<file path="src/rtl/fifo_sync_n2w_pkg.sv">
// Shared helpers for the narrow-to-wide FIFO: lane ratio/width derivation and lane ordering.
// Optional flush support in fifo_sync_n2w is enabled with FIFO_N2W_FLUSH_EN.
package fifo_sync_n2w_pkg;

   // Narrow beat k occupies the k-th lane counted from the LSB.
   localparam bit LANE_ORDER_LE = 1'b1;

   function automatic int clog2(input int value);
      int result;
      result = 0;
      for (int i = 0; i < 31; i++) begin
         if ((1 << i) < value) begin
            result = i + 1;
         end
      end
      return result;
   endfunction

   function automatic int lane_ratio(input int out_w, input int in_w);
      return out_w / in_w;
   endfunction

   function automatic int lane_lsb(input int lane, input int in_w, input int ratio);
      if (LANE_ORDER_LE) begin
         return lane * in_w;
      end
      return (ratio - 1 - lane) * in_w;
   endfunction

endpackage

</file>
<file path="src/rtl/fifo_n2w_packer.sv">
// Lane counter and packing register: collects narrow beats and pulses commit with the
// assembled wide word on the edge that completes (or flushes) it.
module fifo_n2w_packer
   import fifo_sync_n2w_pkg::*;
#(
   parameter int IN_W  = 8,
   parameter int OUT_W = 32,
   localparam int RATIO  = lane_ratio(OUT_W, IN_W),
   localparam int LANE_W = clog2(RATIO)
) (
   input  logic              clk,
   input  logic              rstn,
   input  logic              beat,
   input  logic [IN_W-1:0]   data,
   input  logic              flush,
   output logic              commit,
   output logic [OUT_W-1:0]  word,
   output logic [LANE_W-1:0] lane_num
);

   localparam logic [LANE_W-1:0] LANE_LAST = LANE_W'(RATIO - 1);

   logic [OUT_W-1:0] packer;

   // Word as it would look after this cycle's beat; unfilled lanes are still zero.
   always_comb begin
      word = packer;
      if (beat) begin
         word[lane_lsb(int'(lane_num), IN_W, RATIO) +: IN_W] = data;
      end
   end

   // A flush with nothing packed and no beat this cycle has nothing to commit.
   always_comb begin
      commit = (beat && (lane_num == LANE_LAST)) ||
               (flush && ((lane_num != '0) || beat));
   end

   always_ff @(posedge clk or negedge rstn) begin
      if (!rstn) begin
         packer   <= '0;
         lane_num <= '0;
      end else if (commit) begin
         packer   <= '0;
         lane_num <= '0;
      end else if (beat) begin
         packer   <= word;
         lane_num <= lane_num + 1'b1;
      end
   end

endmodule

</file>
<file path="src/rtl/fifo_sync_n2w.sv">
// Synchronous narrow-in / wide-out FIFO with show-ahead read port.
// Defining FIFO_N2W_FLUSH_EN adds a flush input that commits a partially packed word.
module fifo_sync_n2w
   import fifo_sync_n2w_pkg::*;
#(
   parameter int ADDR_WIDTH     = 2,
   parameter int DATA_IN_WIDTH  = 8,
   parameter int DATA_OUT_WIDTH = 32,
   localparam int RATIO  = lane_ratio(DATA_OUT_WIDTH, DATA_IN_WIDTH),
   localparam int LANE_W = clog2(RATIO),
   localparam int DEPTH  = 2 ** ADDR_WIDTH
) (
   input  logic                      clk,
   input  logic                      rstn,
   input  logic                      wr_req,
   input  logic [DATA_IN_WIDTH-1:0]  data,
   output logic                      wr_full,
   input  logic                      rd_req,
   output logic [DATA_OUT_WIDTH-1:0] q,
   output logic                      rd_empty,
   output logic [ADDR_WIDTH:0]       fifo_num,
   output logic [LANE_W-1:0]         lane_num
`ifdef FIFO_N2W_FLUSH_EN
   ,
   input  logic                      flush
`endif
);

   logic [DATA_OUT_WIDTH-1:0] mem [DEPTH];
   logic [ADDR_WIDTH-1:0]     wr_addr;
   logic [ADDR_WIDTH-1:0]     rd_addr;
   logic                      wr_accept;
   logic                      rd_accept;
   logic                      flush_go;
   logic                      commit;
   logic [DATA_OUT_WIDTH-1:0] word;

   assign rd_empty  = (fifo_num == '0);
   assign wr_full   = (fifo_num == (ADDR_WIDTH + 1)'(DEPTH));
   assign wr_accept = wr_req && !wr_full;
   assign rd_accept = rd_req && !rd_empty;
   assign q         = mem[rd_addr];

   // Flush is held off while full so a commit can never overrun storage.
`ifdef FIFO_N2W_FLUSH_EN
   assign flush_go = flush && !wr_full;
`else
   assign flush_go = 1'b0;
`endif

   fifo_n2w_packer #(
      .IN_W  (DATA_IN_WIDTH),
      .OUT_W (DATA_OUT_WIDTH)
   ) u_packer (
      .clk      (clk),
      .rstn     (rstn),
      .beat     (wr_accept),
      .data     (data),
      .flush    (flush_go),
      .commit   (commit),
      .word     (word),
      .lane_num (lane_num)
   );

   always_ff @(posedge clk or negedge rstn) begin
      if (!rstn) begin
         for (int i = 0; i < DEPTH; i++) begin
            mem[i] <= '0;
         end
      end else if (commit) begin
         mem[wr_addr] <= word;
      end
   end

   always_ff @(posedge clk or negedge rstn) begin
      if (!rstn) begin
         wr_addr  <= '0;
         rd_addr  <= '0;
         fifo_num <= '0;
      end else begin
         if (commit) begin
            wr_addr <= wr_addr + 1'b1;
         end
         if (rd_accept) begin
            rd_addr <= rd_addr + 1'b1;
         end
         case ({commit, rd_accept})
            2'b10:   fifo_num <= fifo_num + 1'b1;
            2'b01:   fifo_num <= fifo_num - 1'b1;
            default: fifo_num <= fifo_num;
         endcase
      end
   end

endmodule

</file>
<file path="config.mk">
export PLATFORM = sky130hd
export DESIGN_NAME = fifo_sync_n2w
export DESIGN_NICKNAME = d
export VERILOG_FILES = /design/src/rtl/fifo_sync_n2w_pkg.sv /design/src/rtl/fifo_n2w_packer.sv /design/src/rtl/fifo_sync_n2w.sv
export SDC_FILE = /design/constraint.sdc
export NUM_CORES = 1
export LEC_CHECK = 0
export ABC_CLOCK_PERIOD_IN_PS = 5100
export BUFFER_PORTS_ARGS = -buffer_cell sky130_fd_sc_hd__buf_2
export CORE_UTILIZATION = 65
export CTS_CLUSTER_DIAMETER = 200
export DETAILED_ROUTE_END_ITERATION = 12
export PLACE_DENSITY = 0.91
export SYNTH_ARGS = -nofsm -noshare
export SYNTH_HDL_FRONTEND = slang
export SYNTH_SLANG_ARGS = --single-unit
</file>
<file path="constraint.sdc">
create_clock -name clk -period 5.1 [get_ports clk]
set_clock_uncertainty 0.05 [all_clocks]
set_input_delay 0.255 -clock clk [delete_from_list [all_inputs] [get_ports clk]]
set_output_delay 0.255 -clock clk [all_outputs]
set_load 0.01 [all_outputs]
</file>
==> impl_metrics.json <==
{
  "crit_path_cell_trace": "ha_1, and3_1, and2_1, buf_4, mux2_2",
  "unrepaired_setup_endpoints_after_global_routing": "false",
  "grt_antenna_before_repair": 0,
  "async_reset_ff_share_pct": 100,
  "floorplan.die_area_mm2": 0.0125,
  "grtUsageTotal_pct": 35.6,
  "post_cts_resized": 0,
  "post_synth_top_area_share_pct": 51.4,
  "syn-instance-count": 686,
  "synth_ff_type": "dfrtp_1",
  "ys_top_cells_by_count": "dfrtp_1 (161), a21oi_1 (96), a31oi_1 (96)",
  "critPathLaunch": "u_packer.lane_num[0]$_DFFE_PN0P_",
  "drc": 5,
  "finalHoldViolations": 0,
  "post_syn_area_mm2": 0.00784,
  "grt_max_degree": 95,
  "worst_setup_path_start_kind": "register",
  "cts_inserted_buffers": 17,
  "max_slew.worst_pin.slew_ns": 1.07,
  "report.final.slew_viol_count": 0,
  "overflow": 0,
  "drive_gt1_share_pct": 23.4,
  "routed_wl_um": 21000,
  "most_instantiated_library_cell_after_synthesis": "dfrtp_1",
  "tritoncts": "done",
  "yosys_warnings": 0,
  "grt_pass1_wl_um": 33500,
  "synth-edff-count": 0,
  "critical_path.endpoint": "mem[30]$_DFFE_PN0P_",
  "h-tree-depth": 4,
  "fillerInstances": 708,
  "number_of_primary_i_o_pins": 51,
  "post-route-util_pct": 74.3,
  "status": "finished, violations left",
  "maxCapViolCount": 0,
  "slew_headroom_pct": 28.7,
  "timing.critical_path.arrival_ns": 3.76,
  "drtAntennaViolNets": 0,
  "worst_r2r_endpoint": "mem[30]$_DFFE_PN0P_",
  "post-route-period-util_pct": 68.3,
  "worst_min_delay_path_class": "in2reg",
  "placeableCoreArea_mm2": 0.0116,
  "synth.top_cells.by_area": "dfrtp_1 (51%), mux4_2 (9.2%), a31oi_1 (7.7%)",
  "fmax_mhz": 287,
  "worst-path-max-fanout": 28,
  "dr_total_vias": 6438,
  "clock_tree.root_cell": "clkbuf_16",
  "net_count_final": 719,
  "place.gp.congestion": 0.849,
  "clk_pin_slew_worst_setup_hold_paths_ns": 0.06,
  "ctsLongestPathBuffers": 2,
  "drt_first_pass_iters": 10,
  "worst-path-stages": 5,
  "critical_path.slowest_cell": "ha_1",
  "layout-area-overhead-vs-synth_pct": 9.59,
  "hpwl_um": 12700,
  "critical_path.n_buffers_inverters": 1,
  "grt_pass1_vias": 6411,
  "ys_seq_area_share_pct": 51.4,
  "postSynthAreaPerCell_um2": 11.4,
  "die_x_um": 112,
  "leakagePower_nw": 3.72,
  "synth.net_count": 709,
  "r2r_setup_slk_ns": 1.62,
  "tns_ns": 0,
  "unique_cell_type_count_in_the_yosys_netlist": 39,
  "ys_seq_elements": 161,
  "worstRegToRegCells": 5,
  "start_util_pct": 67.8,
  "avg_vias_per_cell": 7.56,
  "failing_checks": "design-rule violations",
  "worstSkewPairLatency_ns": 0.44,
  "clock_sinks": 161,
  "hold-worst-slack_ns": 0.131,
  "power_per_cell_area_mw_per_mm2": 695,
  "vdd_ir_drop_max_v": 0.000460,
  "critical-path-top-delay-family": "simple AND/OR/NAND/NOR gates",
  "crit_type": "reg2reg",
  "synth_area_leader_cell": "dfrtp_1",
  "diodes": 0,
  "place.port_buffers": 50,
  "detailedRoute.firstIterationViolations": 1147,
  "layout_min_cycle_time_ns": 3.48,
  "worstReg2RegStart": "u_packer.lane_num[0]$_DFFE_PN0P_",
  "wire_length_per_cell_after_detailed_routing_um": 24.7,
  "type_of_element_capturing_the_critical_path": "register",
  "fp-row-count": 39,
  "fp.dieH_um": 112,
  "worst_ep_required_time_ns": 5.37,
  "worst_path_largest_cell_delay_ns": 0.82,
  "number_of_setup_violations_in_the_final_report": 0
}
per-stage QoR:
| stage | total power [W] | cells | area, um^2 | setup WS, ns |
|---|---|---|---|---|
| after floorplan | 0.00394 | 686 | 7840 | 2.81 |
| after global placement | 0.00447 | 819 | 8010 | 1.98 |
| after detailed placement | 0.00467 | 819 | 8010 | 1.75 |
| after CTS | 0.00593 | 852 | 8590 | 1.72 |
| after global routing | 0.00629 | 852 | 8590 | 1.44 |
| final | 0.00597 | 852 | 8590 | 1.62 |
kinds of logic after synthesis:
group	count (synthesis)	synth area share (%)
buffers and inverters	81	4.93
DFF	161	51.4
AOI/OAI and AO/OA	267	19.4
adders and majority gates	11	1.85
muxes	66	14.5
and+or+nand+nor	94	7.21
xor gates and xnor gates	6	0.671
worst min-delay path by stage:
stage / start / to / cells past startpoint
after floorplan: rstn / fifo_num[0]$_DFFE_PN0P_ / 0
after global placement: rstn / mem[50]$_DFFE_PN0P_ / 1
after detailed placement: rstn / mem[80]$_DFFE_PN0P_ / 1
after CTS: data[7] / u_packer.packer[23]$_DFFE_PN0P_ / 3
after global routing: data[7] / u_packer.packer[23]$_DFFE_PN0P_ / 3
final: data[7] / u_packer.packer[23]$_DFFE_PN0P_ / 3
cell usage in the layout (no fill, tap or decap), drive strengths merged, types with 2 or more instances in the layout:
cell	netlist	layout
dfrtp	161	161
a21oi	96	96
a31oi	96	96
buf	29	62
o21ai	50	50
mux2	34	34
mux4	32	32
nand4	26	26
clkbuf	43	22
nand2	16	16
nand3	11	11
o211ai	11	11
o31ai	11	11
and2	11	11
ha	10	10
inv	9	9
and3	8	8
nor2	7	7
clkinv	0	7
xnor2	3	3
xor2	3	3
nand2b	3	3
nor2b	2	2
nand4b	2	2
o221ai	2	2
clkinvlp	0	2
or3b	2	2
nor4b	2	2
flip-flops by register name, indices dropped and copies added, names as in the netlist:
| signal | flops |
|---|---|
| mem | 128 |
| u_packer.packer | 24 |
| fifo_num | 3 |
| rd_addr | 2 |
| u_packer.lane_num | 2 |
| wr_addr | 2 |
worst reg2reg max path, stage by stage (launching register included):
cell     delay (ns)
dfrtp_1        0.64
ha_1           0.82
and3_1         0.31
and2_1         0.80
buf_4          0.39
mux2_2         0.36
per-layer routing:
layer / track usage (%) / share of wire, % / vias to the layer above
met5: 0 / 0 / -
met4: 21.3 / 4.3 / 0
met3: 10.7 / 11 / 96
met2: 54.6 / 48 / 507
met1: 45.0 / 37 / 3197
li1: - / - / 2638
power by group:
part	switching, W	internal, W
clock	0.000508	0.000717
combinational	0.00142	0.00107
sequential	0.000409	0.00184
final cells by class:
type	instances	area [um^2]	share of cell area [%]
Clock buffer	22	484	5.64
Tap cell	143	179	2.08
Inverter	9	33.8	0.393
Multi-Input combinational cell	444	3420	39.8
Timing Repair Buffer	63	357	4.15
Sequential cell	161	4030	46.9
Clock inverter	10	83.8	0.976
timing repair:
item	4_1_cts	5_1_grt
buffers inserted	0	0
hold buffers	1	0
endpoints found under the hold margin	93	0
No activity file was read; power rests on OpenSTA's default activity.
